==> src/rtl/led_ramp_monitor.sv <==
// Receive-side checker for the LED ramp/flick generator: tracks the expected count sequence, flags mismatches.
// Optional completed-cycle counter output cyc_cnt_o is enabled by defining LED_RAMP_MON_CYCLE_CNT_EN.
module led_ramp_monitor #(
  parameter int ERR_W = 8,
  parameter int CYC_W = 8
) (
  input  logic             clk,
  input  logic             rst_n,
  input  logic             step_vld,
  input  logic [4:0]       count_in,
  input  logic             flick_in,
  output logic [2:0]       phase_o,
  output logic             locked_o,
  output logic             err_o,
  output logic [ERR_W-1:0] err_cnt_o,
  output logic             done_o
`ifdef LED_RAMP_MON_CYCLE_CNT_EN
  ,
  output logic [CYC_W-1:0] cyc_cnt_o
`endif
);

  typedef enum logic [2:0] {
    INIT    = 3'd0,
    UP15    = 3'd1,
    DN5     = 3'd2,
    UP10    = 3'd3,
    DN0     = 3'd4,
    UP5     = 3'd5,
    DN0_END = 3'd6,
    HUNT    = 3'd7
  } phase_t;

  phase_t           phase_r;
  phase_t           phase_nxt_s;
  phase_t           pred_phase_s;
  logic [4:0]       exp_r;
  logic [4:0]       exp_nxt_s;
  logic [4:0]       pred_exp_s;
  logic [4:0]       cnt_up_s;
  logic [4:0]       cnt_dn_s;
  logic             pred_done_s;
  logic             locked_r;
  logic             locked_nxt_s;
  logic             err_r;
  logic             err_nxt_s;
  logic             done_r;
  logic             done_nxt_s;
  logic [ERR_W-1:0] err_cnt_r;
  logic [ERR_W-1:0] err_cnt_nxt_s;

  function automatic logic [ERR_W-1:0] sat_inc(input logic [ERR_W-1:0] v);
    if (v == {ERR_W{1'b1}}) begin
      sat_inc = v;
    end else begin
      sat_inc = v + {{(ERR_W-1){1'b0}}, 1'b1};
    end
  endfunction

  assign cnt_up_s = count_in + 5'd1;
  assign cnt_dn_s = count_in - 5'd1;

  // Prediction of the next phase/count from the current phase and the accepted sample.
  always_comb begin
    pred_phase_s = phase_r;
    pred_exp_s   = cnt_dn_s;
    pred_done_s  = 1'b0;
    case (phase_r)
      UP15: begin
        if (count_in < 5'd15) begin
          pred_phase_s = UP15;
          pred_exp_s   = cnt_up_s;
        end else begin
          pred_phase_s = DN5;
          pred_exp_s   = cnt_dn_s;
        end
      end
      DN5: begin
        if (count_in == 5'd4) begin
          pred_phase_s = flick_in ? UP15 : UP10;
          pred_exp_s   = cnt_up_s;
        end else begin
          pred_phase_s = DN5;
          pred_exp_s   = cnt_dn_s;
        end
      end
      UP10: begin
        if (count_in == 5'd10) begin
          pred_phase_s = DN0;
          pred_exp_s   = cnt_dn_s;
        end else begin
          pred_phase_s = UP10;
          pred_exp_s   = cnt_up_s;
        end
      end
      DN0: begin
        if (((count_in == 5'd4) || (count_in == 5'd0)) && flick_in) begin
          pred_phase_s = UP10;
          pred_exp_s   = cnt_up_s;
        end else if (count_in == 5'd0) begin
          pred_phase_s = UP5;
          pred_exp_s   = 5'd1;
        end else begin
          pred_phase_s = DN0;
          pred_exp_s   = cnt_dn_s;
        end
      end
      UP5: begin
        if (count_in == 5'd5) begin
          pred_phase_s = DN0_END;
          pred_exp_s   = cnt_dn_s;
        end else begin
          pred_phase_s = UP5;
          pred_exp_s   = cnt_up_s;
        end
      end
      DN0_END: begin
        if (count_in == 5'd0) begin
          pred_phase_s = INIT;
          pred_exp_s   = 5'd1;
          pred_done_s  = 1'b1;
        end else begin
          pred_phase_s = DN0_END;
          pred_exp_s   = cnt_dn_s;
        end
      end
      default: begin
        // INIT, and HUNT re-entry which behaves as INIT on the sample that re-locks.
        if (flick_in) begin
          pred_phase_s = UP15;
          pred_exp_s   = cnt_up_s;
        end else begin
          pred_phase_s = INIT;
          pred_exp_s   = 5'd0;
        end
      end
    endcase
  end

  // Step acceptance: compare against expectation, fall into HUNT on mismatch, re-lock on count 0.
  always_comb begin
    phase_nxt_s   = phase_r;
    exp_nxt_s     = exp_r;
    err_nxt_s     = 1'b0;
    done_nxt_s    = 1'b0;
    err_cnt_nxt_s = err_cnt_r;
    if (step_vld) begin
      if (phase_r == HUNT) begin
        if (count_in == 5'd0) begin
          phase_nxt_s = pred_phase_s;
          exp_nxt_s   = pred_exp_s;
        end else begin
          phase_nxt_s = HUNT;
          exp_nxt_s   = exp_r;
        end
      end else if (count_in != exp_r) begin
        phase_nxt_s   = HUNT;
        exp_nxt_s     = exp_r;
        err_nxt_s     = 1'b1;
        err_cnt_nxt_s = sat_inc(err_cnt_r);
      end else begin
        phase_nxt_s = pred_phase_s;
        exp_nxt_s   = pred_exp_s;
        done_nxt_s  = pred_done_s;
      end
    end else begin
      phase_nxt_s = phase_r;
      exp_nxt_s   = exp_r;
    end
    locked_nxt_s = (phase_nxt_s != HUNT);
  end

  // State and output registers.
  always_ff @(posedge clk or negedge rst_n) begin
    if (!rst_n) begin
      phase_r   <= INIT;
      exp_r     <= 5'd0;
      locked_r  <= 1'b1;
      err_r     <= 1'b0;
      done_r    <= 1'b0;
      err_cnt_r <= {ERR_W{1'b0}};
    end else begin
      phase_r   <= phase_nxt_s;
      exp_r     <= exp_nxt_s;
      locked_r  <= locked_nxt_s;
      err_r     <= err_nxt_s;
      done_r    <= done_nxt_s;
      err_cnt_r <= err_cnt_nxt_s;
    end
  end

  assign phase_o   = phase_r;
  assign locked_o  = locked_r;
  assign err_o     = err_r;
  assign done_o    = done_r;
  assign err_cnt_o = err_cnt_r;

`ifdef LED_RAMP_MON_CYCLE_CNT_EN
  logic [CYC_W-1:0] cyc_cnt_r;

  // Completed-cycle counter, wraps.
  always_ff @(posedge clk or negedge rst_n) begin
    if (!rst_n) begin
      cyc_cnt_r <= {CYC_W{1'b0}};
    end else if (done_nxt_s) begin
      cyc_cnt_r <= cyc_cnt_r + {{(CYC_W-1){1'b0}}, 1'b1};
    end else begin
      cyc_cnt_r <= cyc_cnt_r;
    end
  end

  assign cyc_cnt_o = cyc_cnt_r;
`endif

endmodule

==> config.mk <==
export PLATFORM = sky130hd
export DESIGN_NAME = led_ramp_monitor
export DESIGN_NICKNAME = d
export VERILOG_FILES = /design/src/rtl/led_ramp_monitor.sv
export SDC_FILE = /design/constraint.sdc
export NUM_CORES = 1
export LEC_CHECK = 0
export BUFFER_PORTS_ARGS = -buffer_cell sky130_fd_sc_hd__clkbuf_2
export CORE_MARGIN = 2
export CORE_UTILIZATION = 35
export CTS_BUF_LIST = sky130_fd_sc_hd__clkbuf_4
export CTS_CLUSTER_SIZE = 40
export DETAILED_ROUTE_END_ITERATION = 8
export HOLD_SLACK_MARGIN = 0.03
export PLACE_DENSITY = 0.59
export SYNTH_ARGS = -nofsm -noshare
export SYNTH_HDL_FRONTEND = slang
export SYNTH_SLANG_ARGS = --single-unit
==> constraint.sdc <==
create_clock -name clk -period 1.85 [get_ports clk]
set_clock_uncertainty 0.15 [all_clocks]
set_input_delay 0.2775 -clock clk [delete_from_list [all_inputs] [get_ports clk]]
set_output_delay 0.2775 -clock clk [all_outputs]
set_load 0.005 [all_outputs]
# Yosys cells after proc, flatten, opt, wreduce, memory -nomap -nowiden
# Cells that the tools add are included.
# totals
regBits,19
wordCells,65
# classes
n_addsub,3
magnitude_cmp,1
eq_ne,15
n_mux,33
n_bitwise,2
n_reduce_logical,5
# op_table
operator,count
$mux W5,10
$pmux W5 S6,1
$mux W3,7
$pmux W3 S6,1
$eq A3 B3 Y1 const B,4
$eq A5 B3 Y1 const B,2
$mux W1,10
$add A8 B1 Y8 const B,1
$eq A8 B8 Y1 const B,1
$mux W2,4
$eq A3 B2 Y1 const B,2
$add A5 B1 Y5 const B,1
$eq A5 B4 Y1 const B,1
$logic_not A5 Y1,1
$lt A5 B4 Y1 const B,1
$ne A5 B5 Y1,1
$sub A5 B1 Y5 const B,1
$ne A2 B2 Y1 const B,2
$reduce_and A4 Y1,1
$eq A3 B1 Y1 const B,1
$ne A3 B3 Y1 const B,1
$reduce_and A3 Y1,1
$not A1 Y1,2
$logic_and A1 B1 Y1,1
$logic_or A1 B1 Y1,1

# Depth between registers and ports, before layout
# logic_depth
depth_word,9
depth_mapped,9
depth_no_buf,8

# Least setup slack after synthesis
# OpenSTA, ideal clock, no wires.
# synth_timing
kind,input port to flip-flop
startpoint,input count_in[0]
endpoint,register exp_r[1]
t_arrival_ns,1.751
t_required_ns,1.566
path_slack_ns,-0.185
stages,9
path_buffers,1
path_cell_list,buf_2 -> inv_1 -> ha_1 -> nor3b_2 -> nand2_1 -> a22oi_1 -> o211ai_1 -> o311ai_1 -> a31oi_1
# synth_via
elab_chain_cells,7
elab_cells_between_ends,24
classes_between,2 x add/sub; 1 x order compare; 6 x eq/ne; 11 x mux; 4 x reduce/logical
# synth_rtl
element,line_no,source
start: declaration,10,"input logic [4:0] count_in,"
"parallel branches: the longest is 7 deep, another holds $sub A5 B1 Y5",-,
end signal: assignment,184,exp_r <= exp_nxt_s;
end: declaration,37,logic [4:0] exp_r;
# Several ways; the timed one is not identified. The select of a mux whose other input is x is not followed.
# A chain may end at the register's enable or synchronous reset.

# Final worst setup path
# layout_timing
startpoint,register phase_r[1] (netlist: phase_o[1])
endpoint,register exp_r[4]
# layout_via
elab_chain_cells,4
elab_cells_between_ends,14
classes_between,9 x eq/ne; 4 x mux; 1 x reduce/logical
# layout_rtl
element,line_no,source
start: declaration,34,phase_t phase_r;
start signal: assignment,183,phase_r <= phase_nxt_s;
$eq A3 B3 Y1 (tied with other cells),68,case (phase_r)
$pmux W5 S6,68,
$mux W5 (on tied branches),"156, 149",
$mux W5,148,if (phase_r == HUNT) begin
# Several ways; a longest one is shown, not always the timed one. The select of a mux whose other input is x is not followed.

==> results.json <==
{
  "vias": 1472,
  "critical_path_peak_fanout": 6,
  "status": "finished, final reports clean",
  "worst_setup_path_end_kind": "flop",
  "worstPathCellList": "buf_6 > nor2b_4 > a31o_1 > o2bb2ai_4 > nor2_2 > or3_1 > a31oi_1",
  "criticalPathCategory": "reg2reg",
  "layout_worst_path_cycle_share": 0.9953,
  "globalRouteMet1Util": 0.2134,
  "timing.hold.ws_ns": 0.1240,
  "cts_tree": "yes",
  "synth-warning-count": 0,
  "share_of_the_synthesized_netlist_area_taken_by_xor_and_xnor_gates": 0.1014,
  "max_slew.worst_pin.slew_ns": 0.4698,
  "critPathMaxStageDelay_ns": 0.46,
  "power_density_mw_per_mm2": 608.7,
  "post_layout_nets": 245,
  "crit_path_start_kind": "flop",
  "synth.ff_latch_count": 19,
  "dieWidth_um": 68.79,
  "hpwl_um": 3027,
  "initial_core_util": 0.3646,
  "grt_start_max_net_pins": 20,
  "number_of_antenna_diodes": 0,
  "syn_area_mm2": 0.001469,
  "grt_use_met2": 0.3353,
  "synth.distinct_cells": 54,
  "hp-class": "in2reg",
  "critPathRequiredTime_ns": 1.92,
  "rsz0062_at_grt": "true",
  "cp_slowest_cell": "sky130_fd_sc_hd__dfrtp_2",
  "totalWireLength_um": 3958,
  "floorplan.die_area_mm2": 0.004731,
  "setup_total_negative_slack_ns": 0,
  "rows": 23,
  "postSynthCellCount": 165,
  "area_share_of_and_or_nand_nor_cells_after_synthesis": 0.2692,
  "drt-wirelength-per-cell_um": 14.19,
  "cts-root-to-sink-buffers": 2,
  "post_synth.cell_area_avg_um2": 8.902,
  "pre_antenna_drt_iters": 4,
  "fmaxAchievable_ghz": 0.5431,
  "gp_congestion": 0.9214,
  "design.portCount": 23,
  "cell_count_after_placement": 267,
  "vdd_drop_max_v": 0.0002676,
  "worst_ep_arrival_time_ns": 1.92,
  "dominantRegCellSynth": "sky130_fd_sc_hd__dfrtp_1",
  "core-area_mm2": 0.004029,
  "routed_via_density": 5.276,
  "area.growth.synth_to_final_pct": 47.36,
  "async_reset_ff_frac": 1.000,
  "detail_route.drc_violations": 0,
  "fin_crit_ns": 1.841,
  "postLayoutCellArea_mm2": 0.002165,
  "area_fraction_in_compound_gates_after_synthesis": 0.1951,
  "htreeDepth": 1,
  "grt_pass1_vias": 1460,
  "antenna_left": 0,
  "worst_skew_pair.late_latency_ns": 0.30,
  "port_buffers": 22,
  "report.power.total_mw": 1.318,
  "cts_buffers": 3,
  "fp.dieH_um": 68.79,
  "drive_above_1_share": 0.4454,
  "synth.yosys.seq_area_share": 0.3245,
  "wire_length_of_the_first_global_routing_pass_um": 6444,
  "yosys.area_share.adder": 0.05111,
  "groute.usage.overall": 0.1823,
  "maxCapViolations": 0,
  "drt_iter0_markers": 44,
  "cts_sink_cnt": 19,
  "leakage_nw": 0.9643,
  "fillCellCount": 378,
  "synth_nets": 180,
  "placed_cell_area_mm2": 0.001956,
  "slew_headroom": 0.6868,
  "dominant_combinational_cell_family_by_area_after_synthesis": "simple AND/OR/NAND/NOR gates",
  "synth.area.mux_share": 0.007666,
  "report.final.slew_viol_count": 0,
  "final_cells": 279,
  "globalRouteMet3Util": 0.02273,
  "cts_root_buffer": "sky130_fd_sc_hd__clkbuf_4",
  "gr-max-usage-layer": "met2",
  "post_synth_edffs": 0,
  "setup-violations-final": 0,
  "clk_transition_reported_paths_ns": 0.10,
  "report.final.hold_viol_count": 0,
  "grt_antenna_before_repair": 0,
  "globalRoute.totalOverflow": 0
}
## cell usage after synthesis, types with 2 or more instances
cell | n | area [um2]
sky130_fd_sc_hd__a31oi_1 | 3 | 18.77
sky130_fd_sc_hd__nor3_1 | 3 | 15.01
sky130_fd_sc_hd__a21oi_1 | 3 | 15.01
sky130_fd_sc_hd__dfrtp_1 | 18 | 450.4
sky130_fd_sc_hd__a41oi_1 | 2 | 17.52
sky130_fd_sc_hd__nand3_1 | 7 | 35.03
sky130_fd_sc_hd__nand4_1 | 3 | 18.77
sky130_fd_sc_hd__buf_2 | 6 | 30.03
sky130_fd_sc_hd__and3_1 | 4 | 25.02
sky130_fd_sc_hd__o211ai_1 | 2 | 15.01
sky130_fd_sc_hd__xor2_1 | 3 | 26.28
sky130_fd_sc_hd__nand2_1 | 16 | 60.06
sky130_fd_sc_hd__inv_1 | 4 | 15.01
sky130_fd_sc_hd__o21ai_1 | 2 | 10.01
sky130_fd_sc_hd__nor2b_1 | 4 | 25.02
sky130_fd_sc_hd__xnor2_1 | 14 | 122.6
sky130_fd_sc_hd__ha_1 | 6 | 75.07
sky130_fd_sc_hd__o22ai_1 | 2 | 12.51
sky130_fd_sc_hd__o21ai_0 | 6 | 30.03
sky130_fd_sc_hd__buf_4 | 3 | 22.52
sky130_fd_sc_hd__a21boi_0 | 2 | 15.01
sky130_fd_sc_hd__nand2b_1 | 4 | 25.02
sky130_fd_sc_hd__nor2_1 | 17 | 63.81
## critical path: cells and delay by family (launching register included)
kind                   cells  cell delay (ns)
AOI/OAI and AO/OA          3             0.50
buffers and inverters      1             0.14
and+or+nand+nor            3             0.51
DFF                        1             0.46
## layout by cell type (no fill, tap or decap), drive strengths merged, types with 2 or more instances in the layout
cell and n:
clkbuf 26, buf 47, o22ai 2, nand2b 4, nor2 18, a21boi 2, nand3 8, a21oi 3
a41oi 2, a31oi 3, o311ai 2, nand4 3, nor3 4, o21ai 8, inv 5, dfrtp 18
o211ai 2, and3 4, ha 6, xor2 3, xnor2 14, o31ai 2, nand2 16, nor2b 4
## routing by layer
| layer | share of wire | routed length (um) | vias up |
|---|---|---|---|
| li1 | - | - | 726 |
| met1 | 0.42 | 1652 | 696 |
| met2 | 0.52 | 2063 | 42 |
| met3 | 0.037 | 145 | 8 |
| met4 | 0.025 | 97 | 0 |
| met5 | 0 | 0 | - |
## cell type report
class                      instances  area [um2]  area share
multi-input combinational        131        1036      0.4786
timing repair buffer              70       534.3      0.2468
sequential                        19       478.0      0.2208
clock buffer                       4       30.03     0.01387
tap                               50       62.56     0.02890
inverter                           5       23.77     0.01098
## worst paths after layout
| check | slack, ns | endpoint | cells after the start | from |
|---|---|---|---|---|
| worst max-delay path | 0.009 | exp_r[4] | 7 | phase_o[1] |
| worst min-delay path | 0.12 | done_o | 3 | step_vld |
| worst max register to register | 0.009 | exp_r[4] | 7 | phase_o[1] |
| worst min register to register | 0.35 | err_cnt_o[7] | 1 | err_cnt_o[7] |
| max in group asynchronous | 0.90 | locked_o | 2 | rst_n |
| min in group asynchronous | 0.30 | exp_r[1] | 2 | rst_n |
## report_power, final
group / switching [mW] / internal (mW)
Clock: 0.124 / 0.0987
Sequential: 0.0584 / 0.496
Combinational: 0.254 / 0.287
## state kept, by name (all words and copies together) (netlist names)
signal and flops:
exp_r 5, done_o 1, phase_o 3, err_cnt_o 8, err_o 1, locked_o 1
## stage by stage
| stage | worst slack, ns | util |
|---|---|---|
| global route | -0.09377 | 0.5373 |
| CTS | 0.005583 | 0.5121 |
| detailed placement | -0.2422 | 0.4854 |
| floorplan | -0.008952 | - |
| finish | 0.008745 | 0.5373 |
| global placement | -0.2313 | 0.4854 |
## logic make-up (layout without fill, tap and decap cells)
| family | Yosys count | after routing |
|---|---|---|
| AND/OR/NAND/NOR | 70 | 70 |
| AO/OA/AOI/OAI | 37 | 37 |
| flip-flops | 19 | 19 |
| XOR/XNOR | 17 | 17 |
| buffers and inverters | 15 | 79 |
| adder cells (fa/ha/maj) | 6 | 6 |
| multiplexers | 1 | 1 |
## what timing repair did
item,4_1_cts,5_1_grt
resized for setup,11,10
gates cloned,0,0
hold buffers,1,0
setup buffers,3,4
pin swaps,8,7
hold endpoints to repair,18,0
endpoints found under the setup margin,10,15
No activity file was read; power rests on OpenSTA's default activity.
